===== src/rtl/beta_clk_ctrl_if.sv =====
// beta_clk_ctrl_if: run/step/halt controls, period write port and clock-enable outputs of beta_clk_ctrl
interface beta_clk_ctrl_if #(parameter int CNT_W = 32);
    logic             mode_run;
    logic             step_req;
    logic             halt_req;
    logic             period_wr;
    logic [CNT_W-1:0] period_din;
    logic             tick;
    logic             led;
    logic             running;
    logic [CNT_W-1:0] period_q;
    modport master (output mode_run, step_req, halt_req, period_wr, period_din,
                    input tick, led, running, period_q);
    modport slave (input mode_run, step_req, halt_req, period_wr, period_din,
                   output tick, led, running, period_q);
endinterface


===== src/rtl/beta_clk_ctrl.sv =====
// beta_clk_ctrl: programmable tick generator with run/halt/step control and heartbeat LED.
// Define BETA_CLK_STEP_EN to build in the STEP state and step_req rising-edge detect.
module beta_clk_ctrl #(
    parameter int          CNT_W          = 32,
    parameter int unsigned DEFAULT_PERIOD = 30000000,
    parameter int unsigned MIN_PERIOD     = 2
) (
    input logic            clk,
    input logic            rst,
    beta_clk_ctrl_if.slave bus
);
`ifdef BETA_CLK_STEP_EN
    typedef enum logic [1:0] {IDLE, RUN, STEP} state_t;
`else
    typedef enum logic [1:0] {IDLE, RUN} state_t;
`endif
    state_t           state_q, state_d;
    logic [CNT_W-1:0] count_q, count_d;
    logic [CNT_W-1:0] period_q, period_d;
    logic             tick_q, tick_d;
    logic             led_q, led_d;
    logic             lock_q, lock_d;
`ifdef BETA_CLK_STEP_EN
    logic             step_prev_q;
    logic             step_edge;
    assign step_edge = bus.step_req && !step_prev_q;
    always_ff @(posedge clk or negedge rst) begin
        if (!rst) step_prev_q <= 1'b0;
        else      step_prev_q <= bus.step_req;
    end
`endif
    always_comb begin
        state_d  = state_q;
        count_d  = '0;
        tick_d   = 1'b0;
        period_d = period_q;
        lock_d   = bus.halt_req ? 1'b1 : (bus.mode_run ? lock_q : 1'b0);
        case (state_q)
            RUN: begin
                if (bus.halt_req || !bus.mode_run) state_d = IDLE;
                else if (count_q == period_q - 1'b1) tick_d = 1'b1;
                else count_d = count_q + 1'b1;
            end
`ifdef BETA_CLK_STEP_EN
            // first STEP cycle raises tick, second returns to IDLE
            STEP: begin
                tick_d  = !tick_q;
                state_d = tick_q ? IDLE : STEP;
            end
`endif
            default: begin
                if (bus.mode_run && !lock_q && !bus.halt_req) state_d = RUN;
`ifdef BETA_CLK_STEP_EN
                else if (step_edge) state_d = STEP;
`endif
            end
        endcase
        if (bus.period_wr) begin
            period_d = (bus.period_din < CNT_W'(MIN_PERIOD)) ? CNT_W'(MIN_PERIOD) : bus.period_din;
            count_d  = '0;
            tick_d   = 1'b0;
            state_d  = state_q;
        end
        led_d = led_q ^ tick_d;
    end
    always_ff @(posedge clk or negedge rst) begin
        if (!rst) begin
            state_q  <= IDLE;
            count_q  <= '0;
            period_q <= CNT_W'(DEFAULT_PERIOD);
            tick_q   <= 1'b0;
            led_q    <= 1'b0;
            lock_q   <= 1'b0;
        end else begin
            state_q  <= state_d;
            count_q  <= count_d;
            period_q <= period_d;
            tick_q   <= tick_d;
            led_q    <= led_d;
            lock_q   <= lock_d;
        end
    end
    assign bus.tick     = tick_q;
    assign bus.led      = led_q;
    assign bus.running  = (state_q == RUN);
    assign bus.period_q = period_q;
endmodule


===== src/flat_wrapper.sv =====
// flat-port wrapper written by rule: the top's interface ports become plain ports
module beta_clk_ctrl_flat 
#(
    parameter int          CNT_W          = 32,
    parameter int unsigned DEFAULT_PERIOD = 30000000,
    parameter int unsigned MIN_PERIOD     = 2
)
  (clk, rst, bus_mode_run, bus_step_req, bus_halt_req, bus_period_wr, bus_period_din, bus_tick, bus_led, bus_running, bus_period_q);
  beta_clk_ctrl_if #(.CNT_W(CNT_W)) bus_i ();
  input logic clk;
  input logic rst;
  input wire logic [$bits(bus_i.mode_run)-1:0] bus_mode_run;
  input wire logic [$bits(bus_i.step_req)-1:0] bus_step_req;
  input wire logic [$bits(bus_i.halt_req)-1:0] bus_halt_req;
  input wire logic [$bits(bus_i.period_wr)-1:0] bus_period_wr;
  input wire logic [$bits(bus_i.period_din)-1:0] bus_period_din;
  output wire logic [$bits(bus_i.tick)-1:0] bus_tick;
  output wire logic [$bits(bus_i.led)-1:0] bus_led;
  output wire logic [$bits(bus_i.running)-1:0] bus_running;
  output wire logic [$bits(bus_i.period_q)-1:0] bus_period_q;
  assign bus_i.mode_run = bus_mode_run;
  assign bus_i.step_req = bus_step_req;
  assign bus_i.halt_req = bus_halt_req;
  assign bus_i.period_wr = bus_period_wr;
  assign bus_i.period_din = bus_period_din;
  assign bus_tick = bus_i.tick;
  assign bus_led = bus_i.led;
  assign bus_running = bus_i.running;
  assign bus_period_q = bus_i.period_q;
  beta_clk_ctrl #(.CNT_W(CNT_W), .DEFAULT_PERIOD(DEFAULT_PERIOD), .MIN_PERIOD(MIN_PERIOD)) u_core (.clk(clk), .rst(rst), .bus(bus_i));
endmodule

===== config.mk =====
export PLATFORM = sky130hd
export DESIGN_NAME = beta_clk_ctrl_flat
export DESIGN_NICKNAME = d
export VERILOG_FILES = /design/src/rtl/beta_clk_ctrl_if.sv /design/src/rtl/beta_clk_ctrl.sv /design/src/flat_wrapper.sv
export SDC_FILE = /design/constraint.sdc
export NUM_CORES = 1
export LEC_CHECK = 0
export ABC_AREA = 0
export CORE_MARGIN = 10
export CORE_UTILIZATION = 30
export DETAILED_ROUTE_END_ITERATION = 10
export GPL_TIMING_DRIVEN = 0
export SLEW_MARGIN = 30
export SYNTH_ARGS = -nofsm -noshare
export SYNTH_HDL_FRONTEND = slang
export SYNTH_SLANG_ARGS = --single-unit

===== constraint.sdc =====
create_clock -name clk -period 2.6 [get_ports clk]
set_input_delay 0.78 -clock clk [delete_from_list [all_inputs] [get_ports clk]]
set_output_delay 0.78 -clock clk [all_outputs]
set_load 0.005 [all_outputs]

== Word level (Yosys, flattened, before mapping) ==
Index checks and enable logic that the tools add are counted.
Storage, ports and cells
  output and inout bits: 35
  flip-flop bits (word level): 69
  word-level logic and storage cells: 37
  input bits: 38
Cells by class
  bitwise logic cells: 2
  eq/ne operators: 4
  add/sub/neg operators: 2
  mux-type cells: 14
  reduce and logical (&&, ||, !) cells: 8
  magnitude comparators: 1
Operators with widths (count)
  32-bit 2-to-1 mux: 5
  32-bit by 1-bit adder with 32-bit output (second input constant): 1
  32-bit equality test: 1
  32-bit by 2-bit < comparator with 1-bit output (second input constant): 1
  32-bit by 1-bit subtractor with 32-bit output (second input constant): 1
  1-bit 2-to-1 mux: 6
  2-bit 2-to-1 mux: 3
  2-bit by 1-bit inequality test with 1-bit output (second input constant): 2
  1-bit logical NOT: 3
  3-bit AND reduction: 1
  2-bit by 1-bit equality test with 1-bit output (second input constant): 1
  1-bit logical AND: 2
  2-bit nonzero test: 1
  1-bit logical OR: 1
  1-bit inverter: 1
  1-bit bitwise XOR: 1

== Depth between registers and ports, before layout ==
Gate-level depths: netlist of the first run.
  depth after elaboration: 7
  depth in mapped cells: 11
  gate-level depth less buffers: 10

== Worst setup path after synthesis of the first run ==
No wires, ideal clock.
  kind: register to register
  from: register u_core.period_q[4] (netlist: u_core.bus.period_q[4])
  to: register u_core.count_q[10]
  data required time: 2.466 ns
  stages on the path, launching flop included: 11
  data arrival time: 2.557 ns
  setup slack: -0.092 ns
  buffers on the path: 2
  clock period less this slack: 2.692 ns
  library setup time: 0.134 ns
  cells stage by stage: dfrtp_1 -> clkdlybuf4s15_2 -> nor4_4 -> nand2_1 -> nor4_1 -> xnor2_1 -> o2111ai_1 -> a211o_2 -> nor3_4 -> buf_6 -> nor3_1
Between the ends
  longest elaborated chain between the ends: 6
RTL lines
  start: declaration: RTL line beta_clk_ctrl.sv:19  | logic [CNT_W-1:0] period_q, period_d;
  start signal: assignment: RTL line beta_clk_ctrl.sv:70  | period_q <= CNT_W'(DEFAULT_PERIOD);
  start signal: assignment: RTL line beta_clk_ctrl.sv:77  | period_q <= period_d;
  32-bit by 1-bit subtractor with 32-bit output: RTL line beta_clk_ctrl.sv:41  | else if (count_q == period_q - 1'b1) tick_d = 1'b1;
  32-bit equality test: RTL line beta_clk_ctrl.sv:41
  32-bit 2-to-1 mux: RTL line beta_clk_ctrl.sv:41
  32-bit 2-to-1 mux: RTL line beta_clk_ctrl.sv:40  | if (bus.halt_req || !bus.mode_run) state_d = IDLE;
  32-bit 2-to-1 mux: RTL line beta_clk_ctrl.sv:38  | case (state_q)
  32-bit 2-to-1 mux: RTL line beta_clk_ctrl.sv:58  | if (bus.period_wr) begin
  via u_core.count_d[10]: RTL line beta_clk_ctrl.sv:18  | logic [CNT_W-1:0] count_q, count_d;
  end signal: assignment: RTL line beta_clk_ctrl.sv:76  | count_q <= count_d;
  end: declaration: RTL line beta_clk_ctrl.sv:18
The timed path passes the listed nets, and every way through them passes these cells.
A chain may end at the register's enable or synchronous reset.

== Final worst setup path of the first run ==
  from: register u_core.period_q[2] (netlist: u_core.bus.period_q[2])
  to: register u_core.count_q[7]
The elaborated chain is that of the path after synthesis.

==> results.cfg, run 1 <==
[run_status]
status = complete, but fails checks
violations = setup timing

[synth]
yosysUniqueCellTypes = 56
avgSynthCellArea_um2 = 10.1
yosys.area_share.simple_pct = 25.1
synth_compound_area_share_pct = 6.33
ys_seq_area_share_pct = 41.9
muxShareOfSynthArea_pct = 8.47
synth_area_um2 = 4090
synth_top_family_by_area = simple AND/OR/NAND/NOR gates
synth_xor_area_share_pct = 14.8
synth_top_flop_cell = dfrtp_1
synthAdderAreaFrac_pct = 0.611
syn_inst = 407
async_flop_share_pct = 100
synth_fp_nets = 447
synth_edf_count = 0
yosysWarnings = 0
ys_ff_latch = 68

[placed_design]
gp_congestion = 0.842
place_area_um2 = 5050
pre_cts_ws_ns = -0.474
port_buffers = 71
hpwl_um = 9630

[drt]
wl_per_cell_um = 18.6
drt_iter0_markers = 223
wirelength_um = 12800
drc = 0
vias = 3543
antenna_left = 0
via_per_inst = 5.13
drt_first_pass_iters = 5

[hold_path]
min_path_type = in -> async

[global_route]
grt_first_pass_wirelength_um = 19800
grt_max_degree = 37
antenna_found_initial = 0
grt_util_all_layers_pct = 13.7
grt_overflow_total = 0
grt_pass1_vias = 3627

[sta]
max-slew-margin-rel_pct = 42.7
clock.fmax_mhz = 356
fin_crit_sh_pct = 108
finalSetupViolCount = 33
clock_skew_ns = 0.00727
final-max-slew-violation-count = 0
hold_violations = 0
grt_setup_unrepaired = yes
period_needed_ns = 2.81
finalWorstSetupSlack_ns = -0.205
tightest_slew_ns = 0.852

[worst_setup_path]
worst_setup_path_start_kind = register
crit_arrival_ns = 2.99
crit_start = u_core.bus.period_q[2]
path_class = reg -> reg
crit_path_end_kind = register
cp.required_ns = 2.79
crit_fanout = 8
r2r_start = u_core.bus.period_q[2]

[finish]
diodes = 0
final_area_um2 = 5770
area_delta_synth_final_pct = 41.0
nets = 549
final_layout_size_suffix_gt1_share_pct = 27.2

[power_and_ir_drop]
power.density_nw_per_um2 = 492
leakage_nw = 2.13
comb_power_share_pct = 17.9
switchingPower_mw = 0.753
clkPwrFrac_pct = 38.4
p_seq_share_pct = 43.7
p_sw_share_pct = 26.5
p_int_mw = 2.09
ir_worst_vdd_mv = 0.338

[job]
maxCapViolations = 0

[clocking]
clock_sinks = 68
root_buffer = clkbuf_16
ctsHoldBuffers = 0
cts_tree = done
h-tree-depth = 3
clock_path_buffers = 2
insertion_delay_ns = 0.34
path_clk_slew_ns = 0.06
cts-buffers-inserted = 9

[die]
ios = 73
die_w_um = 137
core_area_um2 = 13300
rows = 42
die_h_um = 137
die_area_um2 = 18700
initial_core_util_pct = 30.8
cell families (layout without fill, tap and decap cells):
family          after synthesis  in the layout
xor+xnor                     69             69
buf+inv                      21            128
mux                          31             31
fa+ha+maj                     2              2
flops                        68             68
simple gates                176            176
compound gates               40             40
power by group through the flow:
stage               Sequential, mW  Combinational (mW)  Clock [mW]
finish                        1.24               0.509        1.09
global route                  1.25               0.554        1.17
CTS                           1.23               0.468        1.12
detailed placement            1.24               0.460           0
global placement              1.24               0.452           0
floorplan                     1.22               0.208           0
cells in the mapped netlist (3+ instances only):
cell,instances,area [um^2]
o21ai_0,11,55.1
nor2b_1,3,18.8
nor4_1,14,87.6
mux2_2,29,327
clkbuf_1,10,37.5
nand4_1,9,56.3
o211ai_1,3,22.5
dfstp_2,10,263
o41ai_1,3,26.3
and3_1,4,25.0
nor3_1,43,215
xor2_1,38,333
a21oi_1,8,40.0
dfrtp_1,58,1450
nand3_1,21,105
or4_1,3,22.5
buf_6,3,33.8
inv_1,6,22.5
and4_1,4,35.0
nor3b_1,5,37.5
xnor2_1,31,272
a31oi_1,3,18.8
nor2_1,23,86.3
nand2_1,21,78.8
through the flow:
step / cells / hold slack [ns] / total power [mW] / TNS (ns) / utilization [%]
final: 690 / 0.394 / 2.84 / -5.66 / 43.4
after global routing: 690 / 0.422 / 2.98 / -8.61 / 43.4
after CTS: 680 / 0.397 / 2.83 / -5.61 / 41.0
after detailed placement: 655 / 0.464 / 1.70 / -19.53 / 38.0
after global placement: 654 / 0.457 / 1.69 / -116.27 / 37.9
after floorplan: 407 / 0.454 / 1.42 / 0 / -
area by class of cell:
| class | count | area [um^2] |
|---|---|---|
| tap | 176 | 220 |
| sequential | 68 | 1720 |
| inverter | 6 | 22.5 |
| buffer | 14 | 96.3 |
| timing repair buffer | 92 | 917 |
| multi-input combinational | 318 | 2530 |
| clock buffer | 14 | 254 |
| fill | 1269 | 7520 |
| clock inverter | 2 | 10.0 |
repair_timing:
item / in CTS / in global routing
resized for setup: 16 / 44
pin swaps: 5 / 21
cloned: 1 / 2
buffers inserted: 9 / 8
endpoints found under the setup margin: 34 / 34
layout by cell type, fill, tap and decap left out, drive strengths merged, types with 10 or more instances in the layout:
master	synthesis	routed
nand3	22	22
o21ai	11	11
xnor2	31	31
dfrtp	58	58
nor3	45	45
nand2	22	22
clkbuf	11	27
xor2	38	38
nor2	23	23
nand4	10	10
clkdlybuf4s50	0	70
dfstp	10	10
buf	3	23
nor4	17	17
mux2	29	29
state kept, by name, summed over array words and instances (netlist names):
name,count
u_core.bus.tick,1
u_core.state_q,1
u_core.bus.period_q,32
u_core.bus.led,1
u_core.count_q,32
u_core.lock_q,1
worst max-delay path, cell delays in order, from the launching register on:
cell and delay, ns:
dfrtp_2 0.48, or4_4 0.56, or4b_4 0.57, nand3_4 0.08, a31oi_4 0.08, nor4_2 0.14
inv_1 0.13, nor3_4 0.22, buf_6 0.19, clkbuf_16 0.16, nor3_1 0.05
routing by layer:
layer	routed length, um	part of all wire (%)	global-route usage, %
met2	5780	45	20.4
met1	5910	46	18.3
met3	1020	8.0	4.40
met5	0	0	0
met4	109	0.85	4.16
final timing paths:
kind / endpoint / slack, ns / depth (start not counted)
max: u_core.count_q[7] / -0.21 / 10
min: u_core.bus.period_q[30] / 0.39 / 1
max reg2reg: u_core.count_q[7] / -0.21 / 10
min reg2reg: u_core.bus.led / 0.48 / 1
max in group asynchronous: u_core.bus.period_q[16] / 1.60 / 2
min in group clk: u_core.bus.led / 0.48 / 1
(Power assumes the default switching activity.)
==> run 2: changes to the inputs <==
--- a/config.mk
+++ b/config.mk
@@ -14,3 +14,4 @@
 export SYNTH_ARGS = -nofsm -noshare
 export SYNTH_HDL_FRONTEND = slang
 export SYNTH_SLANG_ARGS = --single-unit
+export TNS_END_PERCENT = 100
==> results of run 2 <==
The final DEF is identical to that of run 1; final timing and power are the same.
==> run 3: changes to the inputs <==
==> constraint.sdc (replaced) <==
create_clock -name clk -period 3.25 [get_ports clk]
set_input_delay 0.975 -clock clk [delete_from_list [all_inputs] [get_ports clk]]
set_output_delay 0.975 -clock clk [all_outputs]
set_load 0.005 [all_outputs]
==> run 3 against run 2 <==
Effect of this change:
- the run now ends clean
- largest cell class unchanged
- clock power shrank 11%
- clock-buffer cell count up 2
- first-iteration DRC count down 30%
- non-clock buffer count decreased by 17
- total power shrank 18%
- cell area fell by 6.9%
- sequential share of layout area rose by 2.1 points
- highest routed layer unchanged
- global-route usage shrank 0.092 points
- sequential cell count stayed put
- wire length down 4.9%
- worst hold slack better by 0.076 ns
==> results.cfg, run 3 (synthesized netlist as in run 1, its figures left out) <==
[run_status]
status = completed

[sta]
finalWorstSetupSlack_ns = 0.241
whs_ns = 0.470
clock.fmax_mhz = 332
clock_skew_ns = 0.00952
tightest_slew_ns = 0.843
max-slew-margin-rel_pct = 43.3
finalSetupViolCount = 0
period_needed_ns = 3.01
fin_crit_sh_pct = 92.6
hold_violations = 0
grt_setup_unrepaired = no
final-max-slew-violation-count = 0

[clocking]
cts_tree = done
ctsHoldBuffers = 0
cts-buffers-inserted = 9
path_clk_slew_ns = 0.05
root_buffer = clkbuf_16
insertion_delay_ns = 0.34
clock_sinks = 68
h-tree-depth = 3
clock_path_buffers = 2

[drt]
wirelength_um = 12200
wl_per_cell_um = 18.1
antenna_left = 0
drc = 0
via_per_inst = 5.14
drt_iter0_markers = 155
drt_first_pass_iters = 4
vias = 3457

[power_and_ir_drop]
finalPower_mw = 2.32
power.density_nw_per_um2 = 432
ir_worst_vdd_mv = 0.281
leakage_nw = 2.02

[global_route]
grt_util_all_layers_pct = 13.6
grt_overflow_total = 0
antenna_found_initial = 0
grt_max_degree = 40
grt_first_pass_wirelength_um = 19700
grt_pass1_vias = 3583

[placed_design]
gp_congestion = 0.915
port_buffers = 71
hpwl_um = 9520
pre_cts_ws_ns = -0.0701
dp_cells = 655
place_area_um2 = 5040

[worst_setup_path]
reg2reg_slack_ns = 0.24
crit_fanout = 10
r2r-end = u_core.count_q[13]
r2r_cells = 11
path_class = reg -> reg
r2r_start = u_core.bus.period_q[0]
cp.required_ns = 3.44
crit_path_end_kind = register
crit_arrival_ns = 3.20
worst_setup_path_start_kind = register

[hold_path]
holdPathEnd = u_core.bus.led
hold_path_depth = 1
hold_start = u_core.bus.led
min_path_type = reg -> reg

[job]
maxCapViolations = 0

[finish]
diodes = 0
final_cell_mix = clkdlybuf4s50_1 (70), dfrtp_1 (58), nor3_1 (42)
nets = 532
largest_registers = u_core.bus.period_q x32, u_core.count_q x32
area_delta_synth_final_pct = 31.3
final_area_um2 = 5380
stdcell_count = 673
final_layout_size_suffix_gt1_share_pct = 16.1
final_common_cell = clkdlybuf4s50_1

[die]
ios = 73
die_w_um = 137
die_h_um = 137
die_area_um2 = 18700
rows = 42
initial_core_util_pct = 30.8
core_area_um2 = 13300
run 3: worst max path at each step:
stage | slack [ns] | cells after the start | endpoint | start
floorplan | 0.56 | 10 | u_core.count_q[10] | u_core.bus.period_q[4]
CTS | 0.07 | 9 | u_core.count_q[12] | u_core.bus.period_q[4]
finish | 0.24 | 11 | u_core.count_q[13] | u_core.bus.period_q[0]
detailed placement | -0.07 | 11 | u_core.count_q[7] | u_core.bus.period_q[0]
global route | 0.01 | 9 | u_core.count_q[27] | u_core.bus.period_q[2]
global placement | -1.07 | 1 | u_core.count_q[16] | rst
run 3: per-stage QoR:
stage	TNS, ns	utilization [%]
3_5_place_dp	-1.87	37.9
4_1_cts	0	40.2
2_1_floorplan	0	-
5_1_grt	0	40.4
3_3_place_gp	-64.85	37.8
6_report	0	40.4
run 3: routing by layer:
metal	global-route usage (%)	wire [um]	vias up	share of wire, %
met1	18.7	6070	1692	50
met4	4.45	190	0	1.6
met5	0	0	-	0
met2	19.2	4990	95	41
li1	-	-	1659	-
met3	4.77	937	11	7.7
run 3: what timing repair did:
action | in CTS | in global routing
endpoints found under the hold margin | 0 | 0
gates resized for setup | 1 | 2
setup buffers | 0 | 2
pin swaps | 0 | 1
setup endpoints to repair | 30 | 32
run 3: critical path, stage by stage (launching register included):
cell	delay, ns
dfrtp_1	0.45
inv_1	0.11
ha_1	0.22
nor3b_4	0.35
nor3b_1	0.35
mux2i_1	0.12
o22ai_1	0.19
nand4b_1	0.17
a211o_2	0.36
nor3_4	0.27
buf_6	0.20
nor3_1	0.07
run 3: final cells by class:
class                           count  area [um^2]
Buffer                             15         96.3
Clock buffer                       16          302
Fill cell                        1292         7920
Inverter                            6         22.5
Multi-Input combinational cell    318         2280
Sequential cell                    68         1710
Tap cell                          176          220
Timing Repair Buffer               74          743
run 3: power by group:
group          internal [mW]  switching, mW
logic                  0.209          0.160
registers              0.900         0.0809
clock network          0.622          0.351
